--- config.mk ---
export PLATFORM = sky130hd
export DESIGN_NAME = io_stream_loader
export DESIGN_NICKNAME = d
export VERILOG_FILES = /design/src/rtl/io_stream_loader.sv
export SDC_FILE = /design/constraint.sdc
export NUM_CORES = 1
export LEC_CHECK = 0
export ABC_AREA = 1
export CORE_ASPECT_RATIO = 1.5
export CORE_MARGIN = 2
export CORE_UTILIZATION = 42
export CTS_CLUSTER_DIAMETER = 30
export DETAILED_ROUTE_END_ITERATION = 10
export PLACE_DENSITY_LB_ADDON = 0.2
export SLEW_MARGIN = 20
export SYNTH_ARGS = -nofsm -noshare
export SYNTH_HDL_FRONTEND = slang
export SYNTH_SLANG_ARGS = --single-unit
--- constraint.sdc ---
create_clock -name clk -period 2.1 [get_ports clk]
set_input_delay 0.21 -clock clk [delete_from_list [all_inputs] [get_ports clk]]
set_output_delay 0.21 -clock clk [all_outputs]
set_load 0.1 [all_outputs]
--- src/rtl/io_stream_loader.sv ---
// Pad-side loader: captures the configuration words, then assembles 16-bit half-words
// into 32-bit instruction and data memory writes, with batched data handed off via done/ack.
module io_stream_loader #(
    parameter int IN_WIDTH    = 16,
    parameter int WORD_WIDTH  = 32,
    parameter int ADDR_WIDTH  = 16,
    parameter int NUM_CONFIGS = 5
) (
    input  logic                  clk,
    input  logic                  rst_n,
    input  logic [IN_WIDTH-1:0]   in_data,
    input  logic                  in_vld,
    output logic                  in_rdy,
    output logic [ADDR_WIDTH-1:0] instr_max_wadr,
    output logic [ADDR_WIDTH-1:0] input_max_wadr,
    output logic [ADDR_WIDTH-1:0] input_wadr_offset,
    output logic [ADDR_WIDTH-1:0] output_max_adr,
    output logic [ADDR_WIDTH-1:0] output_adr_offset,
    output logic                  config_done,
    output logic                  instr_wen,
    output logic [ADDR_WIDTH-1:0] instr_wadr,
    output logic [WORD_WIDTH-1:0] instr_wdata,
    output logic                  data_wen,
    output logic [ADDR_WIDTH-1:0] data_wadr,
    output logic [WORD_WIDTH-1:0] data_wdata,
    output logic                  instr_done,
    output logic                  batch_done,
    input  logic                  batch_ack
);

    localparam logic [1:0] ST_CFG   = 2'd0;
    localparam logic [1:0] ST_INSTR = 2'd1;
    localparam logic [1:0] ST_DATA  = 2'd2;
    localparam logic [1:0] ST_WAIT  = 2'd3;

    localparam int CNT_W = $clog2(NUM_CONFIGS);
    localparam logic [CNT_W-1:0] CFG_LAST = CNT_W'(NUM_CONFIGS - 1);

    logic [1:0]            state;
    logic [CNT_W-1:0]      cfg_cnt;
    logic [ADDR_WIDTH-1:0] cfg_regs [NUM_CONFIGS];
    logic [ADDR_WIDTH-1:0] word_cnt;
    logic                  half;
    logic [IN_WIDTH-1:0]   low_half;
    logic                  xfer;
    logic [ADDR_WIDTH-1:0] region_max;
    logic                  last_word;

    assign xfer       = in_vld && in_rdy;
    assign region_max = (state == ST_INSTR) ? cfg_regs[0] : cfg_regs[1];
    assign last_word  = (word_cnt == region_max);

    assign instr_max_wadr    = cfg_regs[0];
    assign input_max_wadr    = cfg_regs[1];
    assign input_wadr_offset = cfg_regs[2];
    assign output_max_adr    = cfg_regs[3];
    assign output_adr_offset = cfg_regs[4];

    always_ff @(posedge clk or negedge rst_n) begin
        if (!rst_n) begin
            for (int i = 0; i < NUM_CONFIGS; i++) begin
                cfg_regs[i] <= '0;
            end
        end else if (state == ST_CFG && xfer) begin
            cfg_regs[cfg_cnt] <= in_data;
        end
    end

    always_ff @(posedge clk or negedge rst_n) begin
        if (!rst_n) begin
            state       <= ST_CFG;
            cfg_cnt     <= '0;
            word_cnt    <= '0;
            half        <= 1'b0;
            low_half    <= '0;
            in_rdy      <= 1'b0;
            config_done <= 1'b0;
            instr_done  <= 1'b0;
            batch_done  <= 1'b0;
            instr_wen   <= 1'b0;
            instr_wadr  <= '0;
            instr_wdata <= '0;
            data_wen    <= 1'b0;
            data_wadr   <= '0;
            data_wdata  <= '0;
        end else begin
            instr_wen <= 1'b0;
            data_wen  <= 1'b0;
            in_rdy    <= (state != ST_WAIT);
            case (state)
                ST_CFG: begin
                    if (xfer) begin
                        if (cfg_cnt == CFG_LAST) begin
                            config_done <= 1'b1;
                            cfg_cnt     <= '0;
                            word_cnt    <= '0;
                            half        <= 1'b0;
                            state       <= ST_INSTR;
                        end else begin
                            cfg_cnt <= cfg_cnt + 1'b1;
                        end
                    end
                end
                ST_INSTR, ST_DATA: begin
                    if (xfer && !half) begin
                        low_half <= in_data;
                        half     <= 1'b1;
                    end else if (xfer) begin
                        half <= 1'b0;
                        if (state == ST_INSTR) begin
                            instr_wen   <= 1'b1;
                            instr_wadr  <= word_cnt;
                            instr_wdata <= {in_data, low_half};
                        end else begin
                            // Data addresses wrap modulo the address width.
                            data_wen   <= 1'b1;
                            data_wadr  <= cfg_regs[2] + word_cnt;
                            data_wdata <= {in_data, low_half};
                        end
                        if (last_word) begin
                            word_cnt <= '0;
                            if (state == ST_INSTR) begin
                                instr_done <= 1'b1;
                                state      <= ST_DATA;
                            end else begin
                                batch_done <= 1'b1;
                                in_rdy     <= 1'b0;
                                state      <= ST_WAIT;
                            end
                        end else begin
                            word_cnt <= word_cnt + 1'b1;
                        end
                    end
                end
                ST_WAIT: begin
                    if (batch_ack) begin
                        batch_done <= 1'b0;
                        in_rdy     <= 1'b1;
                        state      <= ST_DATA;
                    end
                end
                default: ;
            endcase
        end
    end

endmodule

## Yosys cells after proc, flatten, opt, wreduce, memory -nomap -nowiden

Cells that the tools add are included.

- Divide/modulo/power cells: 0
- $add $sub $neg: 3
- Reduce and logical (&&, ||, !) cells: 19
- Order comparisons: 2
- Shifts and indexed selects: 0
- Bitwise operators: 3
- Mux-type cells: 44
- Multiply operators: 0
- Equality and inequality tests: 14

Operators by type and width:

| operator | number |
|---|---|
| $mux 16 | 7 |
| $bwmux 80 | 1 |
| $demux 16 s3 | 1 |
| $pmux 16 s2 | 1 |
| $mux 1 | 23 |
| $add 16x1->16 const B | 1 |
| $add 16x16->16 | 1 |
| $eq 16x16->1 | 1 |
| $ne 2x2->1 const B | 7 |
| $mux 2 | 6 |
| $reduce_and 4->1 | 3 |
| $reduce_and 6->1 | 2 |
| $reduce_and 5->1 | 2 |
| $pmux 1 s2 | 3 |
| $pmux 2 s3 | 1 |
| $eq 2x2->1 const B | 2 |
| $ge 4x4->1 const B | 1 |
| $logic_and 1x1->1 | 4 |
| $lt 4x1->1 const B | 1 |
| $not 3->4 | 1 |
| $reduce_and 2->1 | 2 |
| $reduce_bool 2->1 | 2 |
| $add 3x1->3 const B | 1 |
| $eq 3x3->1 const B | 1 |
| other kinds (9) | 10 |

- Memories kept: 0
- Input port bits: 20
- RAM bits: 0
- ROM bits: 0
- Output and inout bits: 182
- Register bits: 220
- Latch bits: 0

## Longest topological paths before layout

Gate-level depths: netlist (run 1).

- Depth after elaboration: 7
- Gate-level depth with buffers: 16
- Gate-level depth less buffers: 15

## Least setup slack after synthesis (run 1)

No wires, ideal clock.

- Path kind: reg-to-reg
- Start: register cfg_regs, in the netlist input_wadr_offset[0]
- End: register data_wadr[10]
- Arrival: 2.512 ns
- Path slack: -0.532 ns
- Buffers on the path: 0
- Required time: 1.980 ns
- Clock period less this slack: 2.632 ns
- Stages on the path, launching flop included: 12
- Setup time: 0.120 ns
- Cells stage by stage: dfrtp_1 ha_1 inv_1 fa_1 o21ai_1 a21boi_0 o21ai_1 nand2_1 nand2_1 nand2_1 nand3_1 nand2_1

- Longest elaborated chain between the ends: 1

Ends and longest elaborated chain:

| item | RTL line | text |
|---|---|---|
| start: declaration | 41 | `logic [ADDR_WIDTH-1:0] cfg_regs [NUM_CONFIGS];` |
| start signal: indexed assignment | 65 | `cfg_regs[cfg_cnt] <= in_data;` |
| $add 16x16->16 | 117 | `data_wadr <= cfg_regs[2] + word_cnt;` |
| end signal: assignment | 117 |  |
| end: declaration | 24 | `output logic [ADDR_WIDTH-1:0] data_wadr,` |

No other way between the ends.
A chain may end at the register's enable or synchronous reset.

## Worst setup path after layout (run 1)

- Start: register state[1]
- End: register word_cnt[9]

- Longest elaborated chain between the ends: 7
- Elaborated cells between the ends (all ways): 16
- Classes of those cells: eq/ne (7); mux (5); reduce/logical (4)

Ends and longest elaborated chain:

| item | RTL line | text |
|---|---|---|
| start: declaration | 39 | `logic [1:0] state;` |
| start signal: assignment | 71 | `state <= ST_CFG;` |
| start signal: assignment | 98 | `state <= ST_INSTR;` |
| start signal: assignment | 124 | `state <= ST_DATA;` |
| $eq 2x1->1 | 50, 90 |  |
| $mux 16 | 50 | `assign region_max = (state == ST_INSTR) ? cfg_regs[0] : cfg_regs[1];` |
| $eq 16x16->1 | 51 | `assign last_word = (word_cnt == region_max);` |
| $mux 16 | 120 | `if (last_word) begin` |
| $mux 16 | 108 | `end else if (xfer) begin` |
| $mux 16 | 105 | `if (xfer && !half) begin` |
| $pmux 16 s2 | 90 | `case (state)` |
| end signal: assignment | 131 | `word_cnt <= word_cnt + 1'b1;` |
| end: declaration | 42 | `logic [ADDR_WIDTH-1:0] word_cnt;` |

Parallel ways exist; a longest one is shown, timed or not. The select of a mux whose other input is x is not followed.

==> flow_summary.toml, run 1 <==
[synthesis]
synth_xor_area_share_pct = 1.450
synth-compound-area-share_pct = 12.44
syn_nets = 1138
synth_cells = 1095
ys_seq_area_share_pct = 56.97
synth_top_family_by_area = "simple AND/OR/NAND/NOR gates"
syn_area_mm2 = 0.009664
yosys_warnings = 0
ys_ff_latch = 220
synth_adder_area_share_pct = 3.055
yosysUniqueCellTypes = 32
synth_mux_area_share_pct = 0.4661
yosys.area_share.simple_pct = 19.94
synth_area_per_cell_um2 = 8.826

[die]
die-height_um = 189.8
fp.dieW_um = 127.9
start_util_pct = 42.38
rows = 68
dieArea_mm2 = 0.02427
ios = 202
core_mm2 = 0.02280

[clock_tree]
cts.clk_slew.worst_paths_ps = 50
cts-root-buf = "clkbuf_16"
insertion_delay_ps = 520
h-tree-depth = 2
clkSinkCount = 220
cts_buffer_depth = 3
cts_tree = "built"
cts_buffers = 38

[finish]
antenna_cells = 0
fillers = 2081
final_cell_mix = "nand2_1, buf_4, dfrtp_1, o21ai_0, inv_1"
nets = 1387
final_cells = 1651
final_common_cell = "nand2_1"
area_delta_synth_final_pct = 38.28
drive_gt1_share_pct = 26.04

[timing]
maxSlewViolCount = 0
final.setup.tns_ps = 0
finalWorstSetupSlack_ps = 2.129
hold_violations = 0
rsz0062_at_grt = "yes"
fmaxAchievable_mhz = 476.7
holdWs_ps = 263.1
fin_crit_sh_pct = 99.90
slew_headroom_pct = 58.73
finalCriticalPeriod_ps = 2098
setup-violations-final = 0
tightest_slew_ps = 618.4
worst_clock_skew_ps = 21.07

[worst_setup_path]
critPathRequiredTime_ps = 2540
critPathKind = "register to register"
r2r-end = "word_cnt[9]"
worstPathCellList = "inv_2, buf_4, ha_2, nand3_1, nand2_4, nand2_4, nor3_1, nand3_1, o21ai_1, and3_4"
crit_path_max_fanout = 9
crit_slowest_cell = "dfrtp_1"
r2r_setup_slack_ps = 2
critPathMaxStageDelay_ps = 380
cp_top_family = "simple AND/OR/NAND/NOR gates"
arrival_ps = 2540
start_kind = "register"
reg2reg_depth = 10
cp.buffers_inverters = 2
r2r_start = "state[1]"
end_kind = "register"

[global_routing]
use_met1_pct = 30.51
grt_first_pass_wirelength_um = 44860
grtUsageTotal_pct = 23.99
use_met2_pct = 40.99
grt_pass1_vias = 8106
grt.busiest_layer = "met2"
grt.overflow.total = 0
antenna_found_initial = 0
grt_max_degree = 76
grt_use_met3_pct = 4.246

[placed_design]
dp.cells = 1576
io_buffers = 201
gp_congestion = 0.9264
dp_hpwl_um = 20920
pre_cts_ws_ps = 6.720

[route]
ant_nets = 0
via_per_inst = 5.064
drc_errors = 0
wl_per_cell_um = 17.68
dr.pass1.iters = 8
first_iter_violations = 566
num_vias = 8360
wl_um = 29190

[run]
maxCapViolations = 0

[run_status]
outcome = "finished, final reports clean"

[hold_path]
worstHoldPathType = "input pin to async pin"
==> cell usage after synthesis <==
library cell	number	share of area (%)
xnor2_1	4	0.36
inv_1	95	3.7
nand2_1	302	12
clkbuf_1	24	0.93
inv_2	3	0.12
nand3_1	43	2.2
a21oi_1	58	3.0
o21ai_0	158	8.2
o21bai_1	5	0.39
nand2_4	4	0.47
nand2_2	1	0.065
nor2_4	2	0.23
mux2_2	4	0.47
nand3_2	1	0.10
a21o_1	2	0.16
nor4_4	3	0.66
ha_1	22	2.8
dfrtp_1	220	57
buf_1	5	0.19
o21ai_1	6	0.31
nand3b_1	4	0.31
nor2_1	77	3.0
nor3_1	6	0.31
buf_2	13	0.67
a31oi_1	5	0.32
buf_4	1	0.078
nand4_1	10	0.65
and3_1	2	0.13
nor2_2	1	0.065
xor2_1	12	1.1
a21boi_0	1	0.078
fa_1	1	0.21
==> routing by layer <==
layer  part of all wire (%)  wire length [µm]  vias up
met1                     41             11980     3977
met3                    5.0              1447       59
met4                    3.8              1106        0
met2                     50             14650      266
li1                       -                 -     4058
met5                      0                 0        -
==> logic make-up after synthesis <==
group           after synthesis
buf+inv                     141
mux                           4
flops                       220
fa+ha+maj                    23
simple gates                456
xor+xnor                     16
compound gates              235
==> flip-flops by register name, indices dropped and copies added, names as in the netlist, 16 cells and up <==
name / flops
data_wdata: 32
instr_wdata: 32
low_half: 16
word_cnt: 16
instr_max_wadr: 16
input_max_wadr: 16
output_max_adr: 16
output_adr_offset: 16
instr_wadr: 16
data_wadr: 16
input_wadr_offset: 16
==> per-stage QoR <==
step / cell area, µm² / utilization [%]
after floorplan: 9688 / -
after global placement: 11830 / 51.90
after detailed placement: 11830 / 51.90
after CTS: 13160 / 57.72
after global routing: 13360 / 58.61
final: 13360 / 58.61
==> layout make-up <==
cell class              instances  area, µm²  share of cell area, %
flip-flops and latches        220       5525                  41.34
multi-input cells             734       3702                  27.70
repair buffers                252       2092                  15.65
clock buffers                  40      978.4                  7.321
inverters                      98      385.4                  2.884
well taps                     280      350.3                  2.621
clock inverters                27      330.3                  2.472
==> timing repair <==
action                                  CTS  global route
hold buffers                              1             0
pin swaps                                 0            12
setup buffers                             0             5
endpoints found under the hold margin    68             0
gates resized for setup                   3            35
cloned                                    0             2
endpoints found under the setup margin    8            65
==> worst max path at each step <==
stage	startpoint	endpoint	slack, ps	cells after the start
final	state[1]	word_cnt[9]	2	10
after CTS	state[1]	word_cnt[5]	20	14
after global routing	state[1]	word_cnt[9]	-40	10
after detailed placement	state[1]	word_cnt[10]	7	14
after global placement	input_wadr_offset[0]	data_wadr[10]	50	11
after floorplan	input_wadr_offset[0]	data_wadr[10]	-60	11
Power of run 1 is not shown: default switching activity piles up to over one toggle a cycle in this logic, so the estimate is an artifact.
==> inputs of run 2 (changes only) <==
CORE_MARGIN = default   (was 2)
CTS_BUF_LIST = sky130_fd_sc_hd__clkbuf_4 sky130_fd_sc_hd__clkbuf_8   (was default)
==> run 2 against run 1 <==
Compared with the run above:
- register-to-register slack improved by 60 ps
- worst hold slack got worse by 110 ps
- die area fell by 2.6%
- wire length fell by 2.2%
- global-route usage rose by 0.59 points
- clock-buffer cell count rose by 18
- flip-flop and latch count did not move
- sequential share of layout area rose by 1.7 points
- cell area fell by 4.0%
- highest routed layer unchanged
==> flow_summary.toml, run 2 (synthesized netlist as in run 1, its figures left out) <==
[run_status]
outcome = "finished, final reports clean"

[timing]
fmaxAchievable_mhz = 490.8
worst_clock_skew_ps = 28.07
tightest_slew_ps = 537.5
setup-violations-final = 0
rsz0062_at_grt = "yes"
final.setup.tns_ps = 0
hold_violations = 0
finalWorstSetupSlack_ps = 62.37
finalCriticalPeriod_ps = 2038
slew_headroom_pct = 64.13
fin_crit_sh_pct = 97.03
maxSlewViolCount = 0

[placed_design]
io_buffers = 201
postPlaceCellArea_mm2 = 0.01180
dp_hpwl_um = 20650
gp_congestion = 0.9101
pre_cts_ws_ps = 7.634

[worst_setup_path]
worstPathCellList = "buf_4, inv_2, ha_2, nand3_1, nand2_4, clkinvlp_4, buf_4, nand4_1, o21ai_0"
end_kind = "register"
cpMostUsedCell = "buf_4"
critPathRequiredTime_ps = 2510
crit_path_max_fanout = 9
start_kind = "register"
crit_slowest_cell = "dfrtp_1"
arrival_ps = 2450
critPathKind = "register to register"
critPathMaxStageDelay_ps = 400

[finish]
final_cell_mix = "nand2_1, buf_4, dfrtp_1, o21ai_0, inv_1"
nets = 1383
final_common_cell = "nand2_1"
antenna_cells = 0
fillers = 2135
drive_gt1_share_pct = 25.38
top_regs = "data_wdata x32, instr_wdata x32"
fin_area_mm2 = 0.01283
fin_util_pct = 57.11
area_delta_synth_final_pct = 32.77

[die]
die-height_um = 187.8
core_mm2 = 0.02247
start_util_pct = 43.02
dieArea_mm2 = 0.02363
rows = 67
fp.dieW_um = 125.9
ios = 202

[global_routing]
antenna_found_initial = 0
grt_pass1_vias = 8023
grt_max_degree = 94
grt.overflow.total = 0
grtUsageTotal_pct = 24.58
grt_first_pass_wirelength_um = 44780

[route]
via_per_inst = 5.021
wl_per_cell_um = 17.32
first_iter_violations = 446
drc_errors = 0
wl_um = 28530
dr.pass1.iters = 5
ant_nets = 0
num_vias = 8269

[run]
maxCapViolations = 0

[clock_tree]
cts_buffer_depth = 3
cts.clk_slew.worst_paths_ps = 60
insertion_delay_ps = 540
cts_tree = "built"
clkSinkCount = 220
h-tree-depth = 2
cts-root-buf = "clkbuf_8"
cts_buffers = 41

[hold_path]
worstHoldPathType = "input pin to async pin"
run 2: worst paths after layout:
path	start	endpoint	slack [ps]	cells after the start
worst max register to register	state[0]	word_cnt[15]	60	9
worst min-delay path	rst_n	output_adr_offset[9]	150	2
worst min register to register	instr_done	instr_done	470	1
min in group clk	in_data[3]	input_max_wadr[3]	310	3
max in group asynchronous	rst_n	input_wadr_offset[12]	1110	3
worst max-delay path	state[0]	word_cnt[15]	60	9
run 2: layout make-up:
type	instances	area [µm²]	share of cell area, %
Inverter	98	376.6	2.935
Tap cell	276	345.3	2.691
Timing Repair Buffer	245	1973	15.38
Clock inverter	16	209.0	1.628
Clock buffer	58	735.7	5.734
Multi-Input combinational cell	734	3665	28.56
Sequential cell	220	5527	43.07
run 2: timing repair:
item,in CTS,in global routing
endpoints found under the hold margin,139,0
pin swaps,0,5
cloned,0,0
endpoints found under the setup margin,1,51
hold buffers,1,0
setup buffers,0,2
gates resized for setup,1,18
run 2: per-stage QoR:
stage,instances,hold slack (ps)
final,1647,151.6
after global routing,1647,161.1
after CTS,1645,151.5
after detailed placement,1570,121.9
after global placement,1570,115.2
after floorplan,1095,-85.59
run 2: worst max-delay path: cells and delay by family (launching register included):
family / cells / cell delay [ps]
flops: 1 / 400
fa+ha+maj: 1 / 340
compound gates: 1 / 80
simple gates: 3 / 460
buf+inv: 4 / 630
run 2: per-layer routing:
| metal | GRT usage, % | share of wire, % | routed length [µm] |
|---|---|---|---|
| met3 | 4.023 | 4.6 | 1312 |
| met5 | 0 | 0 | 0 |
| met1 | 30.79 | 42 | 12020 |
| met4 | 9.036 | 2.9 | 815 |
| met2 | 42.61 | 50 | 14380 |
Power of run 2 is left out for the same reason.
==> inputs of run 3 (changes only) <==
CAP_MARGIN = 25   (was default)
CTS_CLUSTER_DIAMETER = default   (was 30)
CTS_CLUSTER_SIZE = 10   (was default)
==> run 3 against run 2 <==
Compared with the run above:
- cell area decreased by 1.7%
- flip-flop and latch count unchanged
- non-clock buffer count increased by 1
- worst setup slack improved by 27 ps
- wire length increased by 0.91%
- register-to-register slack improved by 30 ps
- clock skew decreased by 5.4 ps
- cell count decreased by 0.85%
- highest routed layer unchanged
- critical path type unchanged
- utilization decreased by 0.98 points
- die area unchanged
- first-iteration DRC count increased by 20%
- via count decreased by 0.17%
==> flow_summary.toml, run 3 (synthesized netlist as in run 1, its figures left out) <==
[run_status]
outcome = "finished, final reports clean"

[clock_tree]
cts_buffers = 35
h-tree-depth = 2
cts.clk_slew.worst_paths_ps = 70
cts_tree = "built"
clkSinkCount = 220
cts_buffer_depth = 3
cts-root-buf = "clkbuf_8"
insertion_delay_ps = 520

[timing]
worst_clock_skew_ps = 22.67
fin_crit_sh_pct = 95.74
rsz0062_at_grt = "yes"
setup-violations-final = 0
fmaxAchievable_mhz = 497.4
hold_violations = 0
tightest_slew_ps = 556.9
final.setup.tns_ps = 0
maxSlewViolCount = 0
holdWs_ps = 177.8
slew_headroom_pct = 62.83
finalCriticalPeriod_ps = 2011

[finish]
multi_input_area_mm2 = 0.003652
drive_gt1_share_pct = 24.48
fillers = 2138
top_regs = "data_wdata x32, instr_wdata x32"
regArea_mm2 = 0.005527
nets = 1378
final_cell_mix = "nand2_1, buf_4, dfrtp_1, o21ai_0, inv_1"
area_delta_synth_final_pct = 30.49
final_common_cell = "nand2_1"

[route]
first_iter_violations = 537
via_per_inst = 5.055
wl_per_cell_um = 17.63
ant_nets = 0
wl_um = 28790
num_vias = 8255
dr.pass1.iters = 5
drc_errors = 0

[worst_setup_path]
start_kind = "register"
r2r-end = "word_cnt[9]"
reg2reg_depth = 12
r2r_setup_slack_ps = 90
r2r_start = "state[0]"
crit_path_max_fanout = 9
critPathKind = "register to register"
critPathRequiredTime_ps = 2520
arrival_ps = 2430
end_kind = "register"

[global_routing]
grt_max_degree = 94
grt_first_pass_wirelength_um = 44720
grt.overflow.total = 0
grt_pass1_vias = 7946
antenna_found_initial = 0
grtUsageTotal_pct = 24.63

[die]
die-height_um = 187.8
rows = 67
core_mm2 = 0.02247
start_util_pct = 43.02
ios = 202
dieArea_mm2 = 0.02363
fp.dieW_um = 125.9

[hold_path]
worstHoldPathType = "input pin to async pin"

[placed_design]
gp_congestion = 0.9101
dp_hpwl_um = 20650
io_buffers = 201

[run]
maxCapViolations = 0
run 3: repair_timing:
action,in CTS,in global routing
endpoints found under the setup margin,1,53
buffers inserted,0,2
pin swaps,0,3
hold buffers,1,0
resized for setup,1,19
endpoints found under the hold margin,131,0
cloned,0,1
run 3: worst max-delay path by stage:
| stage | end | cells past startpoint | start |
|---|---|---|---|
| 2_1_floorplan | data_wadr[10] | 11 | input_wadr_offset[0] |
| 3_3_place_gp | data_wadr[10] | 11 | word_cnt[0] |
| 3_5_place_dp | data_wadr[10] | 11 | word_cnt[0] |
| 4_1_cts | word_cnt[12] | 13 | state[0] |
| 5_1_grt | in_rdy | 15 | state[1] |
| 6_report | word_cnt[9] | 12 | state[0] |
run 3: metal layers:
| metal | GRT usage (%) | share of wire (%) | up-vias |
|---|---|---|---|
| met4 | 9.407 | 2.8 | 0 |
| met5 | 0 | 0 | - |
| met3 | 3.766 | 4.7 | 53 |
| met2 | 42.31 | 50 | 250 |
| li1 | - | - | 4028 |
| met1 | 31.24 | 42 | 3924 |
run 3: critical path, cell delays in order, from the launching register on:
cell and delay [ps]:
dfrtp_1 390, buf_4 160, inv_2 70, ha_2 180, inv_1 70, nor2_4 180, nand2_4 100, nand2_4 80
nand2_4 100, nor2_4 130, nand3_2 90, nand3b_1 170, and3_1 200
run 3: area by class of cell:
type | count | share of cell area, %
diodes | 1 | 0.01984
clock inverters | 3 | 0.1885
flip-flops and latches | 220 | 43.82
multi-input cells | 734 | 28.96
clock buffers | 55 | 5.358
well taps | 276 | 2.738
inverters | 98 | 3.006
repair buffers | 246 | 15.90
run 3: metrics by stage:
stage               instances  worst slack, ps  cell area [µm²]  util [%]
global route             1632           -70.97            12610     56.12
detailed placement       1570            7.634            11800     52.53
finish                   1633            89.49            12610     56.13
global placement         1570            27.50            11800     52.53
CTS                      1629            29.47            12510     55.69
floorplan                1095           -58.81             9688         -
Power of run 3 is left out for the same reason.
